File: config.mk
export PLATFORM = sky130hd
export DESIGN_NAME = recip_result_reader
export DESIGN_NICKNAME = d
export VERILOG_FILES = /design/src/rtl/recip_result_reader.sv
export SDC_FILE = /design/constraint.sdc
export NUM_CORES = 1
export LEC_CHECK = 0
export BUFFER_PORTS_ARGS = -buffer_cell sky130_fd_sc_hd__buf_2
export CAP_MARGIN = 40
export CORE_AREA = 3 3 78 80
export CTS_BUF_LIST = sky130_fd_sc_hd__clkbuf_8
export DETAILED_ROUTE_END_ITERATION = 8
export DIE_AREA = 0 0 81 83
export PLACE_DENSITY_LB_ADDON = 0.3
export SLEW_MARGIN = 25
export SYNTH_ARGS = -nofsm -noshare
export SYNTH_HDL_FRONTEND = slang
export SYNTH_SLANG_ARGS = --single-unit
export TNS_END_PERCENT = 5
File: constraint.sdc
create_clock -name clk_fast -period 2.4 [get_ports clk_fast]
set_input_delay 0.24 -clock clk_fast [delete_from_list [all_inputs] [get_ports clk_fast]]
set_output_delay 0.24 -clock clk_fast [all_outputs]
set_load 0.01 [all_outputs]
File: src/rtl/recip_result_reader.sv
// Reads reciprocal-counter TDC results through a valid/ack handshake and
// serialises each one as a checksummed byte frame on a valid/ready stream.
module recip_result_reader #(
  parameter int         COARSE_WIDTH = 24,
  parameter int         MIN_COARSE   = 1,
  parameter logic [7:0] HEADER       = 8'hA5
) (
  input  logic                    clk_fast,
  input  logic                    rst,
  input  logic                    tdc_valid_fast,
  input  logic [COARSE_WIDTH-1:0] tdc_coarse_fast,
  input  logic [7:0]              tdc_fine_raw_fast,
  output logic                    tdc_ack_fast,
  output logic [7:0]              out_data,
  output logic                    out_valid,
  input  logic                    out_ready,
  output logic [7:0]              drop_count,
  output logic                    busy
);

  localparam int                      NB       = COARSE_WIDTH / 8;
  localparam logic [2:0]              LAST_IDX = 3'(NB + 3);
  localparam logic [COARSE_WIDTH-1:0] MIN_C    = COARSE_WIDTH'(MIN_COARSE);

  typedef enum logic {IDLE, SEND} state_t;

  state_t                  state, state_nxt;
  logic                    armed;
  logic [7:0]              seq;
  logic [COARSE_WIDTH-1:0] coarse_p1;
  logic [7:0]              fine_p1;
  logic [2:0]              idx, idx_nxt;
  logic                    accept, drop, xfer, last_xfer;
  logic [7:0]              frame [8];
  logic [7:0]              chk;

  function automatic logic [7:0] sat_inc8(input logic [7:0] v);
    return (v == 8'hFF) ? v : v + 8'd1;
  endfunction

  // Frame image built from the latched result; index 0 is the header.
  always_comb begin
    chk = seq ^ fine_p1;
    for (int b = 0; b < NB; b++) begin
      chk = chk ^ coarse_p1[COARSE_WIDTH-1-8*b -: 8];
    end
    for (int k = 0; k < 8; k++) begin
      frame[k] = 8'h00;
    end
    frame[0] = HEADER;
    frame[1] = seq;
    for (int b = 0; b < NB; b++) begin
      frame[3'(2 + b)] = coarse_p1[COARSE_WIDTH-1-8*b -: 8];
    end
    frame[3'(NB + 2)] = fine_p1;
    frame[LAST_IDX]   = chk;
  end

  // Next state and handshake decode
  always_comb begin
    state_nxt = state;
    accept    = 1'b0;
    drop      = 1'b0;
    xfer      = 1'b0;
    last_xfer = 1'b0;
    idx_nxt   = idx + 3'd1;
    case (state)
      IDLE: begin
        if (tdc_valid_fast && armed && !rst) begin
          accept = 1'b1;
          drop   = (tdc_coarse_fast < MIN_C);
          if (!drop) begin
            state_nxt = SEND;
          end
        end
      end
      SEND: begin
        xfer      = out_valid && out_ready;
        last_xfer = xfer && (idx == LAST_IDX);
        if (last_xfer) begin
          state_nxt = IDLE;
        end
      end
      default: state_nxt = IDLE;
    endcase
  end

  assign tdc_ack_fast = accept;
  assign busy         = (state != IDLE);

  always_ff @(posedge clk_fast) begin
    if (rst) begin
      state <= IDLE;
    end else begin
      state <= state_nxt;
    end
  end

  // Stage p1: latched result, frame sequencing and counters
  always_ff @(posedge clk_fast) begin
    if (rst) begin
      armed      <= 1'b0;
      seq        <= 8'h00;
      drop_count <= 8'h00;
      coarse_p1  <= '0;
      fine_p1    <= 8'h00;
      out_data   <= 8'h00;
      out_valid  <= 1'b0;
      idx        <= 3'd0;
    end else begin
      // A result still pending after ack must be seen low before re-arming.
      if (!tdc_valid_fast) begin
        armed <= 1'b1;
      end else if (accept) begin
        armed <= 1'b0;
      end

      if (accept) begin
        coarse_p1 <= tdc_coarse_fast;
        fine_p1   <= tdc_fine_raw_fast;
        if (drop) begin
          drop_count <= sat_inc8(drop_count);
        end else begin
          out_data  <= HEADER;
          out_valid <= 1'b1;
          idx       <= 3'd0;
        end
      end

      if (last_xfer) begin
        out_valid <= 1'b0;
        out_data  <= 8'h00;
        seq       <= seq + 8'd1;
      end else if (xfer) begin
        idx      <= idx_nxt;
        out_data <= frame[idx_nxt];
      end
    end
  end

endmodule
; ---- Yosys cells after proc, flatten, opt, wreduce, memory -nomap -nowiden
; Cells that the tools add are included.
[op_classes]
addsub = 3
order_cmp = 2
eq_ne = 4
n_mux = 22
n_bitwise = 8
n_reduce_logical = 10
[ops]
columns = cell, count
row1 = $mux 8, 5
row2 = $xor 8x8->8, 4
row3 = $bmux 8 s3, 1
row4 = $lt 24x1->1 const B, 1
row5 = $add 8x1->8 const B, 2
row6 = $mux 3, 4
row7 = $mux 1, 11
row8 = $eq 8x8->1 const B, 1
row9 = $ge 4x4->1 const B, 1
row10 = $logic_and 1x1->1, 4
row11 = $ne 2x1->1 const B, 2
row12 = $not 3->4, 1
row13 = $reduce_and 2->1, 2
row14 = $add 3x1->3 const B, 1
row15 = $eq 3x3->1 const B, 1
row16 = $not 1->1, 3
row17 = $reduce_and 3->1, 1
row18 = $pmux 1 s2, 1
row19 = $reduce_bool 2->1, 1
row20 = $reduce_or 2->1, 1
row21 = $logic_not 1->1, 1
[totals]
regBits = 62
inputBits = 36
out_inout_bits = 19
wordCells = 58

; ---- Logic depth before layout (Yosys ltp)
; Gate-level depths: netlist (run 1).
[depth]
depth_word = 8
ltp_mapped = 8
mapped_depth_nobuf = 6

; ---- Worst setup path after synthesis (run 1)
; No wires, ideal clock.
[synth_path]
path_kind = reg-to-reg
start = reg idx[0]
end = reg out_data[7]
setup_ns = 0.122
arrival_time_ns = 1.943
t_required_ns = 2.278
setup_slack_ns = 0.336
path_stages_with_launch = 9
n_path_buf = 2
period_less_slack_ns = 2.064
path_cell_list = dfxtp_1 -> clkbuf_1 -> inv_1 -> ha_1 -> buf_2 -> mux2_2 -> o221ai_1 -> o311ai_1 -> o311a_1
[synth_via]
elab_chain_len = 6
elab_cells_between_ends = 10
cone_classes = add/sub (1) / eq/ne (1) / mux (5) / bitwise (1) / reduce/logical (2)
[synth_lines]
columns = element, line_no
row1 = start: declaration, 32  ; logic [2:0] idx, idx_nxt;
row2 = start signal: assignment, 135  ; idx <= idx_nxt;
row3 = $add 3x1->3, 66  ; idx_nxt = idx + 3'd1;
row4 = $not 3->4 (implied by the code), 136  ; out_data <= frame[idx_nxt];
row5 = $bmux 8 s3, 136
row6 = $mux 8 (implied by the code) (2 in series), 136
row7 = $mux 8, 134  ; end else if (xfer) begin
row8 = end signal: assignment, 136
row9 = end: declaration, 14  ; output logic [7:0] out_data,
; Parallel ways exist; a longest one is shown, timed or not. The select of a mux whose other input is x is not followed.
; A chain may end at the register's enable or synchronous reset.

; ---- Worst setup path in the final report (run 1)
[layout_path]
start = reg state (netlist: busy)
end = out tdc_ack_fast
[layout_via]
elab_chain_len = 1
[layout_lines]
columns = element, line_no
row1 = start: declaration, 27  ; state_t state, state_nxt;
row2 = start signal: assignment, 95  ; state <= state_nxt;
row3 = $mux 1, 67  ; case (state)
row4 = end: declaration, 13  ; output logic tdc_ack_fast,
; No other way between the ends.

==> results of run 1 <==
per-layer routing:
metal,up-vias,share of wire (%)
met3,18,6.5
li1,1347,-
met2,79,44
met5,-,0
met4,0,2.1
met1,1268,47
cells by family after synthesis:
kind of cell / synth area share, %
buffers and inverters: 4.38
AO/OA/AOI/OAI: 16.7
adder cells (fa/ha/maj): 1.59
AND/OR/NAND/NOR: 20.8
XOR/XNOR: 11.9
flip-flops: 39.5
multiplexers: 5.18
cell usage in the layout (no fill, tap or decap), types with 7 or more instances in the layout:
cell	synthesis	final
nor2_1	13	13
dfxtp_1	62	62
buf_2	8	54
nor2b_1	7	7
nor4_1	9	9
xnor3_1	8	8
buf_4	0	8
xnor2_1	18	18
clkbuf_8	0	12
nand2_1	73	73
nand3_1	9	9
o21ai_0	33	33
stage by stage:
step	std cells	util (%)	setup WS (ns)	power, mW
after floorplan	349	-	0.336	1.19
after global placement	459	63.0	0.425	1.25
after detailed placement	459	63.0	0.347	1.25
after CTS	473	66.1	0.297	2.06
after global routing	473	66.1	0.182	2.13
final	473	66.1	0.300	2.05
sequential cells by signal, summed over array words and instances (netlist names):
name	count
coarse_p1	24
drop_count	8
fine_p1	8
out_data	8
seq	8
idx	3
armed	1
busy	1
out_valid	1
area by class of cell:
class                      count  area (sq um)  share of cell area [%]
clock buffer                  12           165                    4.56
clock inverter                 2          8.76                   0.242
inverter                       6          22.5                   0.622
multi-input combinational    257          1760                    48.7
sequential                    62          1240                    34.3
tap                           72          90.1                    2.49
timing repair buffer          62           330                    9.13
critical path, cell delays in order, from the launching register on:
cell	delay (ns)
dfxtp_1	0.34
and4bb_2	0.45
buf_4	0.48
buf_2	0.22
report_power, final:
part / internal [mW] / total [mW] / switching [mW]
Clock: 0.442 / 0.821 / 0.379
Combinational: 0.0776 / 0.159 / 0.0814
Sequential: 1.05 / 1.07 / 0.0195
worst paths after layout:
check                       from      endpoint  slack [ns]  depth (start not counted)
hold / removal    tdc_valid_fast         armed        0.09                          2
hold reg to reg            armed         armed        0.46                          2
setup reg to reg          idx[0]   out_data[3]        0.35                          6
setup / recovery            busy  tdc_ack_fast        0.30                          3
==> metrics.yaml, run 1 <==
clock_tree:
  cts_setup_buffers: 0
  clkLatencyLatePin_ns: 0.35
  cts_root_buf: "clkbuf_8"
  clockBufferDepth: 2
  htree_levels: 3
  path_clk_slew_ns: 0.06
  cts_tree: "done"
  clock_sinks: 62
  cts-buffers-inserted: 9
  cts_hold_buffers: 0
  cts_resized: 0
routing:
  firstDrtPassIters: 4
  wire_per_inst_um: 15.7
  num_vias: 2712
  drc: 0
  ant_nets: 0
  drt_iter0_markers: 115
  via_per_inst: 5.73
  drt_wl_total_mm: 7.44
sta:
  setup_violations: 0
  tightest_slew_ns: 0.496
  fin_worst_skew_ns: 0.00994
  period_share_pct: 87.5
  holdWs_ns: 0.0851
  fin_crit_ns: 2.10
  slew_viol_final: 0
  finalHoldViolations: 0
  rsz0062_at_grt: "false"
  final.setup.tns_ns: 0
  max_freq_ghz: 0.476
  max_slew_margin_pct: 66.9
die:
  die-area_sq_um: 6720
  ioPinCount: 55
  initial_core_util_pct: 57.4
  core_sq_um: 5470
  dieHeight_um: 83
  placementRows: 27
  die_w_um: 81
yosys:
  synth_area_sq_um: 3140
  synth_fp_nets: 389
  synthTopCellsByCount: "73 x nand2_1, 62 x dfxtp_1, 33 x o21ai_0"
  syn_inst: 349
  ys.flop_type: "dfxtp_1"
  synth_edf_count: 0
  yosysWarnings: 0
  synth_top_area_share_pct: 39.5
  synthTopCellsByArea: "dfxtp_1 40%, nand2_1 8.7%, xnor3_1 5.7%"
  ys_ff_latch: 62
  synth_seq_area_share_pct: 39.5
  synth_area_leader_cell: "dfxtp_1"
  ys_async_sr_fraction_pct: 0
  synth.most_common_cell: "nand2_1"
  synth_cell_type_count: 43
  synth_area_per_cell_sq_um: 9.00
place:
  hpwlAfterDp_mm: 5.33
  placedInstanceArea_sq_um: 3450
  place_congestion: 0.766
  io_buffers: 54
grt:
  overflow: 0
  use_met3_pct: 5.53
  grt_pass1_wl_mm: 12.3
  grtUsageTotal_pct: 23.4
  grt_pass1_vias: 2581
  use_met1_pct: 32.3
  use_met2_pct: 35.0
  grt_busiest_layer: "met2"
  antenna_found_initial: 0
  grt_max_degree: 62
finish:
  fin_area_sq_um: 3620
  area_growth_syn_to_layout_pct: 15.3
  drive_gt1_share_pct: 22.2
  fillers: 469
  diodes: 0
  final_nets: 438
pwr:
  ir_drop_mv: 0.344
  p_leak_nw: 1.48
  power_density_nw_per_um2: 567
worst_hold_path:
  hp-class: "primary input to flip-flop"
worst_setup_path:
  cp-end-kind: "primary output"
  crit_required_ns: 2.16
  startpoint_type: "flip-flop"
  worst-path-max-fanout: 61
  worst-setup-path-type: "flip-flop to primary output"
  worst-endpoint-arrival_ns: 1.86
status:
  outcome: "finished clean"
flow_run:
  maxCapViolCount: 0
(Power assumes the default switching activity.)
==> run 2: changes to the inputs <==
Settings changed: CORE_AREA 3 3 78 80 to 2 2 75 77, DIE_AREA 0 0 81 83 to 0 0 77 79.
Clock period 2.4 ns to 2.7 ns, I/O delays scaled along.
==> metrics.yaml, run 2 (same netlist as run 1, synthesis figures left out) <==
pwr:
  ir_drop_mv: 0.335  # -2.5%
  p_leak_nw: 1.48  # -0.13%
  power_density_nw_per_um2: 515  # -9.3%
  power_mw: 1.86  # -9.4%
clock_tree:
  cts-buffers-inserted: 9  # unchanged
  cts_setup_buffers: 0  # unchanged
  htree_levels: 3  # unchanged
  clkLatencyLatePin_ns: 0.35  # about the same
  path_clk_slew_ns: 0.07  # about the same
  cts_resized: 0  # unchanged
  clockBufferDepth: 2  # unchanged
  cts_hold_buffers: 0  # unchanged
  cts_tree: "done"
  cts_root_buf: "clkbuf_8"
  clock_sinks: 62  # unchanged
sta:
  final.setup.tns_ns: 0  # unchanged
  slew_viol_final: 0  # unchanged
  fin_crit_ns: 2.41
  max_slew_margin_pct: 61.6  # -5.3 points
  tightest_slew_ns: 0.574  # +0.0786 ns
  finalHoldViolations: 0  # unchanged
  setup_violations: 0  # unchanged
  fin_worst_skew_ns: 0.00835  # -0.00159 ns
  rsz0062_at_grt: "false"
  period_share_pct: 89.2
  max_freq_ghz: 0.415
worst_hold_path:
  hp-class: "primary input to flip-flop"
  hold_start: "tdc_valid_fast"
  min_path_cells: 2  # unchanged
  hold_path_end: "armed"
routing:
  drc: 0  # unchanged
  via_per_inst: 5.70  # -0.66%
  drt_iter0_markers: 119  # +3.5%
  drt_wl_total_mm: 7.13  # -4.1%
  wire_per_inst_um: 15.1  # -4.1%
  ant_nets: 0  # unchanged
  num_vias: 2694  # -0.66%
  firstDrtPassIters: 4  # unchanged
die:
  dieHeight_um: 79  # -4.8%
  initial_core_util_pct: 58.8  # +1.5 points
  die-area_sq_um: 6080  # -9.5%
  die_w_um: 77  # -4.9%
  core_sq_um: 5340  # -2.5%
  ioPinCount: 55  # unchanged
  placementRows: 27  # unchanged
flow_run:
  maxCapViolCount: 0  # unchanged
place:
  hpwlAfterDp_mm: 5.06  # -5.1%
  io_buffers: 54  # unchanged
  place_congestion: 0.802  # +4.8%
grt:
  grtUsageTotal_pct: 24.9  # +1.4 points
  grt_max_degree: 41  # -34%
  antenna_found_initial: 0  # unchanged
  grt_pass1_wl_mm: 11.8  # -4.3%
  grt_pass1_vias: 2544  # -1.4%
  overflow: 0  # unchanged
finish:
  fillers: 463  # -1.3%
  final_nets: 436  # -0.46%
  largest_register: "coarse_p1"
  area_growth_syn_to_layout_pct: 15.1
  largest_register_ffs: 24  # unchanged
  diodes: 0  # unchanged
  drive_gt1_share_pct: 22.4  # +0.25 points
  mostFrequentLayoutCells: "73 x nand2_1, 62 x dfxtp_1, 54 x buf_2"
  layout_commonest_cell: "nand2_1"
worst_setup_path:
  worst-endpoint-arrival_ns: 2.69  # +0.83 ns
  slowest_stage: "dfxtp_1"
  r2r_start: "idx[0]"
  crit_path_max_incr_delay_ns: 0.58  # +0.10 ns
  crit_required_ns: 2.98  # +0.82 ns
  worst-path-max-fanout: 13  # -79%
  path_cells: "inv_1 > ha_1 > nand2b_1 > nor4b_2 > a22o_1 > a41o_1"
  worst-setup-path-type: "flip-flop to flip-flop"
  startpoint_type: "flip-flop"
  reg2reg_depth: 6  # unchanged
  timing.rr.end: "out_data[1]"
  cp-end-kind: "flip-flop"
  rrSetupSlack_ns: 0.29  # -0.06 ns
status:
  outcome: "finished clean"
-- run 2: changes by cell type in the layout (fill, tap and decap cells not counted), sizes merged --
cell,change
buf,-2
clkinv,+3
inv,-1
-- run 2: per-layer routing --
layer  GRT usage, %  routed length (um)  up-vias
li1               -                   -     1337
met1           32.1                3410     1269
met2           39.3                3210       78
met3           8.41                 416       10
met4           8.57                  89        0
met5              0                   0        -
-- run 2: through the flow --
| stage | setup slack (ns) | instances | hold slack [ns] | instance area, sq um | utilization [%] |
|---|---|---|---|---|---|
| 2_1_floorplan | 0.636 | 349 | 0.362 | 3140 | - |
| 3_3_place_gp | 0.461 | 457 | 0.439 | 3430 | 64.3 |
| 3_5_place_dp | 0.358 | 457 | 0.448 | 3430 | 64.3 |
| 4_1_cts | 0.327 | 473 | 0.0955 | 3620 | 67.7 |
| 5_1_grt | 0.166 | 473 | 0.114 | 3620 | 67.7 |
| 6_report | 0.291 | 473 | 0.110 | 3620 | 67.7 |
-- run 2: where the power goes --
| group | internal [mW] | switching [mW] |
|---|---|---|
| clock | 0.402 | 0.363 |
| combinational | 0.0693 | 0.0724 |
| sequential | 0.936 | 0.0179 |
| total | 1.41 | 0.453 |
-- run 2: layout make-up --
cell class	count	area [sq um]	area share (%)
clock buffer	12	165	4.57
clock inverter	4	20.0	0.554
inverter	6	22.5	0.623
multi-input combinational	257	1760	48.7
sequential	62	1240	34.3
tap	72	90.1	2.49
timing repair buffer	60	315	8.72
-- run 2: worst max-delay path by stage --
stage,from,end
after floorplan,idx[0],out_data[7]
after global placement,idx[0],out_data[3]
after detailed placement,idx[0],out_data[1]
after CTS,idx[0],out_data[1]
after global routing,idx[0],out_data[1]
final,idx[0],out_data[1]
-- run 2: worst max-delay path: cells and delay by family, from the launching register on --
family | cells | cell delay, ns
and+or+nand+nor | 2 | 0.84
DFF | 1 | 0.58
adders and majority gates | 1 | 0.50
AOI/OAI and AO/OA | 2 | 0.31
buffers and inverters | 1 | 0.12
